==> src/rtl/plu_pkg.sv <==
// Shared definitions for the pipelined logic unit: operation encoding and default widths.
package plu_pkg;

    localparam int PLU_DEFAULT_WIDTH = 8;
    localparam int PLU_OP_W          = 3;

    typedef enum logic [PLU_OP_W-1:0] {
        OP_AND   = 3'b000,
        OP_OR    = 3'b001,
        OP_XOR   = 3'b010,
        OP_XNOR  = 3'b011,
        OP_NAND  = 3'b100,
        OP_NOR   = 3'b101,
        OP_NOT_A = 3'b110,
        OP_PASS_A = 3'b111
    } plu_op_e;

endpackage

==> src/rtl/plu_pipe_stage.sv <==
// One valid/ready register slice; accepts new data whenever it is empty or its
// current contents leave this cycle, so a full pipeline still streams one beat per clock.
module plu_pipe_stage #(
    parameter int DW = 8
) (
    input  logic          clk,
    input  logic          rst_n,
    input  logic          valid_i,
    output logic          ready_o,
    input  logic [DW-1:0] data_i,
    output logic          valid_o,
    input  logic          ready_i,
    output logic [DW-1:0] data_o
);

    logic          valid_q, valid_d;
    logic [DW-1:0] data_q, data_d;

    // Ready looks only at our own occupancy and the downstream ready, never at valid_i.
    assign ready_o = !valid_q || ready_i;

    always_comb begin
        valid_d = valid_q;
        data_d  = data_q;
        if (ready_o) begin
            valid_d = valid_i;
            if (valid_i) begin
                data_d = data_i;
            end
        end
    end

    always_ff @(posedge clk or negedge rst_n) begin
        if (!rst_n) begin
            valid_q <= 1'b0;
            data_q  <= '0;
        end else begin
            valid_q <= valid_d;
            data_q  <= data_d;
        end
    end

    assign valid_o = valid_q;
    assign data_o  = data_q;

endmodule

==> src/rtl/pipelined_logic_unit.sv <==
// Two-stage valid/ready bitwise logic unit. Define PLU_RESULT_COUNT_EN to build the
// saturating accepted-result counter; otherwise res_count is tied to zero.
module pipelined_logic_unit
    import plu_pkg::*;
#(
    parameter int WIDTH = PLU_DEFAULT_WIDTH,
    parameter int CNT_W = 16
) (
    input  logic             clk,
    input  logic             rst_n,
    input  logic             in_valid,
    output logic             in_ready,
    input  logic [2:0]       op,
    input  logic [WIDTH-1:0] a,
    input  logic [WIDTH-1:0] b,
    output logic             out_valid,
    input  logic             out_ready,
    output logic [WIDTH-1:0] y,
    output logic             eq,
    output logic             zero,
    output logic [CNT_W-1:0] res_count
);

    localparam int S1_W = PLU_OP_W + 2 * WIDTH;
    localparam int S2_W = WIDTH + 2;

    logic             s1_valid, s1_ready;
    logic [S1_W-1:0]  s1_data;
    logic             s2_ready;
    logic [S2_W-1:0]  s2_data_in, s2_data;

    plu_op_e          s1_op;
    logic [WIDTH-1:0] s1_a, s1_b;
    logic [WIDTH-1:0] y_d;

    plu_pipe_stage #(.DW(S1_W)) u_stage1 (
        .clk     (clk),
        .rst_n   (rst_n),
        .valid_i (in_valid),
        .ready_o (s1_ready),
        .data_i  ({op, a, b}),
        .valid_o (s1_valid),
        .ready_i (s2_ready),
        .data_o  (s1_data)
    );

    assign in_ready = s1_ready;
    assign s1_op    = plu_op_e'(s1_data[S1_W-1 -: PLU_OP_W]);
    assign s1_a     = s1_data[2*WIDTH-1 -: WIDTH];
    assign s1_b     = s1_data[WIDTH-1:0];

    always_comb begin
        y_d = '0;
        case (s1_op)
            OP_AND:    y_d = s1_a & s1_b;
            OP_OR:     y_d = s1_a | s1_b;
            OP_XOR:    y_d = s1_a ^ s1_b;
            OP_XNOR:   y_d = ~(s1_a ^ s1_b);
            OP_NAND:   y_d = ~(s1_a & s1_b);
            OP_NOR:    y_d = ~(s1_a | s1_b);
            OP_NOT_A:  y_d = ~s1_a;
            OP_PASS_A: y_d = s1_a;
            default:   y_d = s1_a;
        endcase
    end

    assign s2_data_in = {y_d, (s1_a == s1_b), (y_d == '0)};

    plu_pipe_stage #(.DW(S2_W)) u_stage2 (
        .clk     (clk),
        .rst_n   (rst_n),
        .valid_i (s1_valid),
        .ready_o (s2_ready),
        .data_i  (s2_data_in),
        .valid_o (out_valid),
        .ready_i (out_ready),
        .data_o  (s2_data)
    );

    assign y    = s2_data[S2_W-1 -: WIDTH];
    assign eq   = s2_data[1];
    assign zero = s2_data[0];

`ifdef PLU_RESULT_COUNT_EN
    logic [CNT_W-1:0] cnt_q, cnt_d;

    // Counts output handshakes and sticks at all-ones instead of wrapping.
    always_comb begin
        cnt_d = cnt_q;
        if (out_valid && out_ready && (cnt_q != {CNT_W{1'b1}})) begin
            cnt_d = cnt_q + 1'b1;
        end
    end

    always_ff @(posedge clk or negedge rst_n) begin
        if (!rst_n) begin
            cnt_q <= '0;
        end else begin
            cnt_q <= cnt_d;
        end
    end

    assign res_count = cnt_q;
`else
    assign res_count = '0;
`endif

endmodule

==> config.mk <==
export PLATFORM = sky130hd
export DESIGN_NAME = pipelined_logic_unit
export DESIGN_NICKNAME = d
export VERILOG_FILES = /design/src/rtl/plu_pkg.sv /design/src/rtl/plu_pipe_stage.sv /design/src/rtl/pipelined_logic_unit.sv
export SDC_FILE = /design/constraint.sdc
export NUM_CORES = 1
export LEC_CHECK = 0
export BUFFER_PORTS_ARGS = -buffer_cell sky130_fd_sc_hd__buf_2
export CAP_MARGIN = 40
export CORE_UTILIZATION = 24
export CTS_BUF_LIST = sky130_fd_sc_hd__clkbuf_8
export CTS_CLUSTER_SIZE = 14
export DETAILED_ROUTE_END_ITERATION = 7
export PLACE_DENSITY = 0.54
export SYNTH_ARGS = -nofsm -noshare
export SYNTH_HDL_FRONTEND = slang
export SYNTH_HIERARCHICAL = 1
export SYNTH_SLANG_ARGS = --single-unit
==> constraint.sdc <==
create_clock -name clk -period 4.74 [get_ports clk]
set_input_delay 0.474 -clock clk [delete_from_list [all_inputs] [get_ports clk]]
set_output_delay 0.474 -clock clk [all_outputs]
set_load 0.02 [all_outputs]
==> summary.md, run 1 <==
| Metric | Value |
|---|---|
| Antenna diode instance count | 0 |
| Gate power share | 0.429 |
| Post-synthesis xor/xnor area fraction | 0.0398 |
| Clk sinks | 31 |
| Pleak | 1.31 nW |
| Wl on met1 | 2170 um |
| Global-route usage over all layers | 0.0981 |
| Average routed wire per standard cell | 11.8 um |
| Average instance area after synthesis | 10.6 um2 |
| Non-Filler Instances | slightly below 400 |
| Met3 routed WL | 251 um |
| Main combinational cell family by area after synthesis | multiplexers |
| Clock network power share | 0.210 |
| Crit path arrival time | between 2 and 2.5 ns |
| Cells along the critical path | inv_1, o32ai_1, o32ai_2, a21oi_1, nor4_2, mux2_4 |
| Predominant post-synthesis flop cell | dfrtp_1 |
| Slowest cell delay on critical path | between 0.6 and 0.7 ns |
| Clock latency at the later pin of the worst-skew pair | roughly 0.28 ns |
| Via Count | 1663 |
| Final setup violation count | 0 |
| Via density | approximately 4.2 |
| Signed area change from the synthesized netlist to the final layout | 13.3% |
| Share of synthesized cell area in full adder, half adder and majority cells | 0.0838 |
| Outcome | finished, final reports clean |
| Grt total ovfl | 0 |
| CTS tree | built |
| Setup repair after global routing missed its margin | false |
| Global-route wire length before repair | a little under 8000 um |
| Root cell of the clock tree | clkbuf_8 |
| Library cell contributing the largest single delay on the critical path | dfrtp_1 |
| Number of detailed-route iterations in the first pass | 5 |
| Number of input and output port buffers inserted | 34 |
| Buffer count from post-CTS setup fixing | 0 |
| Yosys warning count | 6 |
| Synth Area in Simple Gates | 0.147 |
| Post-route DRC violation count | 0 |
| Final critical path time including I/O delays and setup | approximately 2.3 ns |
| FF+latch count, synth | 31 |
| Proportion of synthesized flip-flops having asynchronous set or reset | 1.00 |
| Clock transition at the register clock pins on the worst setup and hold paths after CTS | 0.06 ns |
| Total negative slack | 0 ns |
| Half-perimeter wire length after detailed placement | between 3000 and 4000 um |
| Post-DRT Antenna Nets | 0 |
| Core Box Area | 9730 um2 |
| Number of cells after detailed placement | 384 |
| Top layer reached by signal wires | met4 |
| Final Cell Area | between 2000 and 3000 um2 |
| Power share of the sequential group | 0.361 |
| Deepest clock path buffer count | 2 |
| Chip height | slightly above 100 um |
| Standard-cell rows | 36 |
| Gate count of the mapped netlist | approximately 230 |
| Mapped cell area | 2390 um2 |
| Worst endpoint required time | between 4 and 5 ns |
| Post-CTS resize count | 0 |
| First DRT Iteration DRCs | 46 |
| Total number of nets in the final design | 297 |
| Max-slew violation count | 0 |
| Max-slew headroom at the worst pin | 0.534 |
| H-tree Lvls | 2 |
| Most frequent cells in the layout | buf_2 (34), dfrtp_1 (31), inv_1 (21) |
| Complex-gate fraction of the synthesized area | 0.114 |
| Worst min-delay path class | in2async |
| Critical path class | reg2reg |
| Max-cap viol count | 0 |
| Achievable Freq | between 400 and 500 MHz |
| Number of global-route vias before repair | about 1600 |
| Most common cell after layout, fill and taps aside | buf_2 |
| Global placement routability congestion | roughly 0.84 |
| Kind of start point of the critical path | flip-flop |
| Fin crit share | 0.483 |
| Switching component of the power | around 0.0004 W |
| Area of the die | 10400 um2 |
| IR drop worst, VDD | 0.101 mV |
| Antenna violations before repair | 0 |
| Share of cell area taken by muxes after synthesis | 0.176 |
| Final hold viol count | 0 |
| Width of the chip | 102 um |
| Switching power share of the total | 0.371 |
| Transition time of the tightest slew-check pin | 0.699 ns |
| Share of layout cells above drive strength 1 | 0.336 |
| Number of buffers added by the clock tree synthesis step | 5 |
| Power Density | about 400 nW/um2 |
| Final wirelength | around 4600 um |
| Type of destination of the critical path | flip-flop |
| EDFF count, synth | 0 |
| Sequential cell area fraction in the yosys report | 0.325 |
| Initial core utilization | 0.246 |
| Setup clock skew after layout | about 0.0040 ns |
| Area of placed instances | between 2000 and 3000 um2 |
| Pin count of the biggest net entering global routing | 32 |
| Netlist cell types | 47 |
| Hold-fix buffer count after cts | 0 |
| Critical Path Fanout Max | 13 |
| P_int | between 0.0006 and 0.0007 W |
| Routed wire length on met2 | 2080 um |
| IO Count | 51 |
## logic make-up (layout without fill, tap and decap cells)
group	after synthesis	after routing
DFF	31	31
AOI/OAI and AO/OA	36	36
and+or+nand+nor	55	55
xor gates and xnor gates	10	10
muxes	31	31
adders and majority gates	16	16
other	1	16
buffers and inverters	46	64
## synth_stat cells, types with 5 or more instances
cell type / number / area [um2]
nor2_1: 14 / 52.6
a21oi_1: 11 / 55.1
nor2b_1: 6 / 37.5
nor3_1: 7 / 35.0
inv_1: 20 / 75.1
nand2b_1: 5 / 31.3
mux2_2: 9 / 101
buf_4: 19 / 143
ha_1: 16 / 200
nand2_1: 5 / 18.8
o21ai_0: 6 / 30.0
xnor2_1: 7 / 61.3
mux2_4: 20 / 300
dfrtp_1: 31 / 776
## stage by stage
stage | hold slack, ns | setup WS, ns | utilization | total power, W
2_1_floorplan | 0.178 | 2.88 | - | 0.000759
3_3_place_gp | 0.507 | 2.09 | 0.266 | 0.000850
3_5_place_dp | 0.499 | 2.46 | 0.268 | 0.000862
4_1_cts | 0.260 | 2.42 | 0.278 | 0.00110
5_1_grt | 0.296 | 2.25 | 0.278 | 0.00117
6_report | 0.235 | 2.45 | 0.278 | 0.00108
## worst paths after layout
kind | cells after the start | end | from | slack, ns
setup / recovery | 6 | u_stage2/data_o[0] | u_stage1/data_o[16] | 2.45
hold / removal | 1 | u_stage2/data_o[5] | rst_n | 0.23
setup reg to reg | 6 | u_stage2/data_o[0] | u_stage1/data_o[16] | 2.45
hold reg to reg | 1 | u_stage2/data_o[4] | u_stage2/data_o[4] | 0.51
max in group asynchronous | 1 | u_stage1/data_o[4] | rst_n | 4.06
min in group clk | 2 | u_stage1/data_o[10] | a[2] | 0.42
## state kept, by name, indices dropped and copies added (netlist names)
register and cells:
u_stage2/valid_o 1, u_stage1/data_o 19, u_stage2/data_o 10, u_stage1/valid_o 1
## power by group through the flow
stage	Combinational [W]	Clock, W	Sequential (W)
3_3_place_gp	0.000448	0	0.000402
2_1_floorplan	0.000348	0	0.000412
6_report	0.000464	0.000227	0.000389
4_1_cts	0.000468	0.000238	0.000390
5_1_grt	0.000516	0.000250	0.000402
3_5_place_dp	0.000467	0	0.000395
## layer usage
layer	track usage	up-vias
met5	0	-
met4	0.0412	0
met3	0.0269	12
met2	0.162	55
met1	0.120	789
li1	-	807
## final cells by class
class	count	area, um2
multi-input cells	164	1400
well taps	133	166
clock buffers	7	96.3
flip-flops and latches	31	776
clock inverters	1	3.75
inverters	21	78.8
fillers	1031	7020
repair buffers	35	185
## worst max-delay path, delay by kind of cell (launching register included)
| family | cells | cell delay, ns |
|---|---|---|
| AO/OA/AOI/OAI | 3 | 0.82 |
| buffers and inverters | 1 | 0.31 |
| flip-flops | 1 | 0.69 |
| multiplexers | 1 | 0.27 |
| AND/OR/NAND/NOR | 1 | 0.08 |
Note: power is estimated with default switching activity, not from simulation.
==> run 2, diff against run 1 <==
- PLACE_DENSITY: 0.54 -> 0.55
- clock period: 4.74 -> 1.9 ns (I/O delays scaled with it)
==> run 2 against run 1 <==
Sequential share of layout area decreased by 3.5 points. First-iteration DRC count rose by 100%. Clock-buffer cell count stayed put. Die area did not move. Fmax up 22%. Largest cell class unchanged. Highest routed layer unchanged.
==> summary.md, run 2 (synthesis results as in run 1) <==
| Metric | Value |
|---|---|
| Outcome | finished, final reports clean |
| Average routed wire per standard cell | roughly 12 um |
| Clock transition at the register clock pins on the worst setup and hold paths after CTS | roughly 0.070 ns |
| Number of global-route vias before repair | around 1700 |
| Total number of nets in the final design | between 300 and 400 |
| Global-route usage over all layers | 0.0979 |
| Final wirelength | 4930 um |
| Signed area change from the synthesized netlist to the final layout | 29.2% |
| Transition time of the tightest slew-check pin | about 0.7 ns |
| Number of input and output port buffers inserted | 34 |
| Final hold viol count | 0 |
| Final critical path time including I/O delays and setup | 1.88 ns |
| Most frequent cells in the layout | buf_2 (34), dfrtp_1 (31), buf_4 (25) |
| Worst Hold Margin | approximately 0.13 ns |
| Standard-cell rows | 36 |
| Number of detailed-route iterations in the first pass | 4 |
| Pleak | 1.47 nW |
| Critical Path Fanout Max | 6 |
| Clk sinks | 31 |
| Kind of start point of the critical path | flip-flop |
| Max-slew headroom at the worst pin | 0.544 |
| Max-cap viol count | 0 |
| Critical path class | reg2reg |
| Root cell of the clock tree | clkbuf_8 |
| Area of the die | 10400 um2 |
| Half-perimeter wire length after detailed placement | 3690 um |
| Share of layout cells above drive strength 1 | 0.481 |
| IR drop worst, VDD | about 0.27 mV |
| Chip height | between 100 and 150 um |
| Achievable Freq | roughly 530 MHz |
| First DRT Iteration DRCs | 94 |
| Worst endpoint required time | a little over 2 ns |
| Power Density | 975 nW/um2 |
| Most common cell after layout, fill and taps aside | buf_2 |
| Crit path arrival time | ~2 ns |
| Deepest clock path buffer count | 2 |
| Number of fill cells in the layout | about 1000 |
| Post-route DRC violation count | 0 |
| Final setup violation count | 0 |
| Antenna diode instance count | 0 |
| Number of cells after detailed placement | slightly above 400 |
| Max-slew violation count | 0 |
| Worst min-delay path class | in2reg |
| Type of destination of the critical path | flip-flop |
| Setup clock skew after layout | roughly 0.0041 ns |
| Initial core utilization | 0.246 |
| Setup repair after global routing missed its margin | true |
| Via density | 4.17 |
| Startpoint of the most critical hold path | a[5] |
| Global placement routability congestion | approximately 0.85 |
| CTS tree | built |
| Number of buffers added by the clock tree synthesis step | 5 |
| Number of flip-flops in the largest register | 19 |
| H-tree Lvls | 2 |
| Critical Path Start | u_stage1/data_o[16] |
| Antenna violations before repair | 0 |
| Post-DRT Antenna Nets | 0 |
| Global-route wire length before repair | about 7900 um |
| R2r startpoint | u_stage1/data_o[16] |
| Clock latency at the later pin of the worst-skew pair | between 0.2 and 0.3 ns |
| Via Count | roughly 1800 |
| IO Count | 51 |
| Width of the chip | 102 um |
| Non-Filler Instances | 420 |
| Grt total ovfl | 0 |
| Core Box Area | around 9700 um2 |
| Core Util, Final | 0.317 |
| Fin crit share | 0.991 |
| Pin count of the biggest net entering global routing | 32 |
## run 2: changes by cell type in the layout (fill, tap and decap cells not counted), sizes merged
cell,change
buf,+27
clkinvlp,+1
dlygate4sd3,+1
inv,-1
## run 2: worst max-delay path, cell delays in order, from the launching register on
cell and delay (ns):
dfrtp_1 0.40, buf_6 0.14, clkinvlp_4 0.16, o32ai_4 0.33, nor3_2 0.10, o32ai_2 0.28, nor4_2 0.08, mux2_4 0.27
## run 2: final timing paths
kind                            slack [ns]  cells after the start             endpoint
min in group asynchronous             0.48                      2   u_stage1/data_o[6]
worst min-delay path                  0.13                      2  u_stage1/data_o[13]
max in group asynchronous             0.97                      2   u_stage1/data_o[8]
worst max-delay path                  0.02                      7   u_stage2/data_o[0]
worst min register to register        0.51                      1   u_stage2/data_o[8]
worst max register to register        0.02                      7   u_stage2/data_o[0]
## run 2: what timing repair did
| item | 4_1_cts | 5_1_grt |
|---|---|---|
| endpoints found under the hold margin | 31 | 0 |
| setup endpoints to repair | 1 | 3 |
| buffers inserted | 3 | 5 |
| pin swaps | 2 | 9 |
| gates resized for setup | 5 | 24 |
| hold buffers | 1 | 0 |
## run 2: metrics by stage
stage | setup TNS [ns] | cell area, um2 | power (W) | setup WS (ns)
after global routing | -0.136 | 3090 | 0.00322 | -0.0837
after CTS | 0 | 2920 | 0.00289 | 0.0153
final | 0 | 3090 | 0.00301 | 0.0177
after floorplan | 0 | 2450 | 0.00189 | 0.0396
after detailed placement | -0.0246 | 2760 | 0.00226 | -0.0246
after global placement | 0 | 2760 | 0.00223 | 0.0411
## run 2: per-layer routing
| layer | track usage | up-vias | part of all wire |
|---|---|---|---|
| met1 | 0.127 | 824 | 0.46 |
| met2 | 0.153 | 52 | 0.45 |
| li1 | - | 868 | - |
| met5 | 0 | - | 0 |
| met4 | 0.0424 | 0 | 0.023 |
| met3 | 0.0262 | 8 | 0.061 |
## run 2: layout make-up
| type | count | area, um2 | area share |
|---|---|---|---|
| well taps | 133 | 166 | 0.0539 |
| inverters | 21 | 82.6 | 0.0268 |
| clock buffers | 7 | 96.3 | 0.0312 |
| clock inverters | 1 | 3.75 | 0.00122 |
| multi-input cells | 164 | 1550 | 0.503 |
| repair buffers | 63 | 410 | 0.133 |
| flip-flops and latches | 31 | 776 | 0.251 |
## run 2: where the power goes
part           leakage, nW  switching [W]  internal (W)  total (W)
clock               0.0557       0.000245      0.000325   0.000570
combinational         1.05       0.000756      0.000770    0.00153
sequential           0.365       0.000104      0.000809   0.000913
total                 1.47        0.00110       0.00190    0.00301
==> run 3, diff against run 2 <==
- CTS_BUF_LIST: sky130_fd_sc_hd__clkbuf_8 -> sky130_fd_sc_hd__clkbuf_2
- SLEW_MARGIN: unset -> 30
==> run 3 against run 2 <==
The flow now finishes with violations (setup timing). Sequential share of layout area fell by 0.21 points. Non-clock buffer count rose by 5. Cell area increased by 0.85%. Clock skew rose by 0.0096 ns. Clock-buffer cell count shrank 1. Cell count up 1.2%. Die area did not move. Critical endpoint unchanged.
==> summary.md, run 3 (synthesis results as in run 1) <==
| Metric | Value |
|---|---|
| Outcome | finished with violations |
| Via Count | around 1800 |
| Cells along the critical path | buf_4, ha_1, a221oi_1, nor3_2, o32ai_2, nor4_2, mux2_4 |
| Kind of start point of the critical path | flip-flop |
| Number of global-route vias before repair | 1698 |
| Signed area change from the synthesized netlist to the final layout | 30.3% |
| Root cell of the clock tree | clkbuf_2 |
| Standard-cell rows | 36 |
| Number of buffers added by the clock tree synthesis step | 5 |
| H-tree Lvls | 2 |
| Pleak | approximately 1.5 nW |
| CTS tree | built |
| Crit path arrival time | approximately 2.2 ns |
| Final wirelength | about 5200 um |
| Slowest cell delay on critical path | ~0.42 ns |
| Setup repair after global routing missed its margin | true |
| Final setup violation count | 1 |
| Share of layout cells above drive strength 1 | 0.490 |
| Number of buffer and inverter stages on the critical path | 1 |
| Number of detailed-route iterations in the first pass | 4 |
| Half-perimeter wire length after detailed placement | around 3700 um |
| Max-slew headroom at the worst pin | 0.548 |
| Max-slew violation count | 0 |
| R2r startpoint | u_stage1/data_o[3] |
| Cell family contributing the most delay on the critical path | compound AO/OA/AOI/OAI gates |
| IR drop worst, VDD | approximately 0.25 mV |
| GR Layer Usage met3 | 0.0214 |
| GR peak layer | met2 |
| Met2 demand-to-capacity share in global routing | 0.162 |
| Antenna diode instance count | 0 |
| Global placement routability congestion | around 0.85 |
| Via density | between 4 and 5 |
| IO Count | 51 |
| Clock latency at the later pin of the worst-skew pair | 0.37 ns |
| First DRT Iteration DRCs | 131 |
| Critical Path Start | u_stage1/data_o[3] |
| Fin crit share | 1.01 |
| Average routed wire per standard cell | roughly 12 um |
| Worst reg2reg setup slack | -0.01 ns |
| Most frequent cells in the layout | buf_2 (34), dfrtp_1 (31), buf_4 (29) |
| Post-DRT Antenna Nets | 0 |
| Clk sinks | 31 |
| Non-Filler Instances | between 400 and 500 |
| Worst endpoint required time | 2.18 ns |
| Area of the die | 10400 um2 |
| Final critical path time including I/O delays and setup | 1.91 ns |
| Setup clock skew after layout | around 0.014 ns |
| Library cell contributing the largest single delay on the critical path | dfrtp_1 |
| Max-cap viol count | 0 |
| Grt total ovfl | 0 |
| Width of the chip | 102 um |
| Number of cells after detailed placement | ~400 |
| Antenna violations before repair | 0 |
| Most common cell after layout, fill and taps aside | buf_2 |
| Worst min-delay path class | in2reg |
| Total number of nets in the final design | 330 |
| Number of input and output port buffers inserted | 34 |
| Global-route usage over all layers | 0.101 |
| Chip height | roughly 100 um |
| Type of destination of the critical path | flip-flop |
| Deepest clock path buffer count | 2 |
| Pin count of the biggest net entering global routing | 32 |
| Clock transition at the register clock pins on the worst setup and hold paths after CTS | roughly 0.17 ns |
| Transition time of the tightest slew-check pin | between 0.6 and 0.7 ns |
| Worst setup timing slack at the placement stage | -0.0246 ns |
| Initial core utilization | 0.246 |
| Violations in the final reports | setup timing |
| Power Density | about 920 nW/um2 |
| Critical Path Fanout Max | 2 |
| Core Box Area | 9730 um2 |
| Post-route DRC violation count | 0 |
| Achievable Freq | 523 MHz |
| Met1 capacity usage during global routing | 0.131 |
| Number of flip-flops in the largest register | 19 |
| Final hold viol count | 0 |
| Post-route worst setup slack | -0.0133 ns |
| Startpoint of the most critical hold path | a[5] |
| Global-route wire length before repair | 8200 um |
| Critical path class | reg2reg |
## run 3: cell count changes in the layout (fill, tap and decap cells not counted), sizes merged
cell,before,now
buf,62,67
clkbuf,7,6
clkinv,0,2
inv,21,20
## run 3: metrics by stage
step           setup TNS [ns]  hold slack (ns)  utilization  power (W)  instance area, um2
3_3_place_gp                0            0.287        0.283    0.00223                2760
4_1_cts                     0          0.00742        0.301    0.00268                2930
6_report              -0.0133           0.0256        0.320    0.00285                3110
2_1_floorplan               0           -0.106            -    0.00189                2450
3_5_place_dp          -0.0246            0.289        0.283    0.00226                2760
5_1_grt               -0.0985          0.00199        0.320    0.00306                3110
## run 3: what timing repair did
item	4_1_cts	5_1_grt
endpoints found under the hold margin	31	0
gates resized for setup	12	24
hold buffers	1	0
setup buffers	7	6
endpoints found under the setup margin	1	3
pin swaps	3	8
## run 3: path summary, 6_finish.rpt
kind / endpoint / depth (start not counted)
worst max-delay path: u_stage2/data_o[0] / 7
worst min-delay path: u_stage1/data_o[13] / 2
worst max register to register: u_stage2/data_o[0] / 7
worst min register to register: u_stage2/data_o[8] / 1
max in group asynchronous: u_stage1/data_o[8] / 2
min in group asynchronous: u_stage1/data_o[14] / 2
## run 3: final cells by class
cell class / count / area [um2]
timing repair buffer: 68 / 452
fill: 1014 / 6620
clock buffer: 6 / 30.0
sequential: 31 / 776
tap: 133 / 166
clock inverter: 2 / 7.51
inverter: 21 / 82.6
multi-input combinational: 164 / 1600
## run 3: routing by layer
metal  share of wire  vias to the layer above
met4           0.019                        0
li1                -                      877
met5               0                        -
met2            0.47                       54
met1            0.46                      844
met3           0.054                       10
## run 3: power by group
group / switching, W / leakage, nW / internal (W)
Sequential: 0.0000978 / 0.365 / 0.000806
Combinational: 0.000799 / 1.08 / 0.000825
Clock: 0.000234 / 0.0281 / 0.0000885
Total: 0.00113 / 1.48 / 0.00172
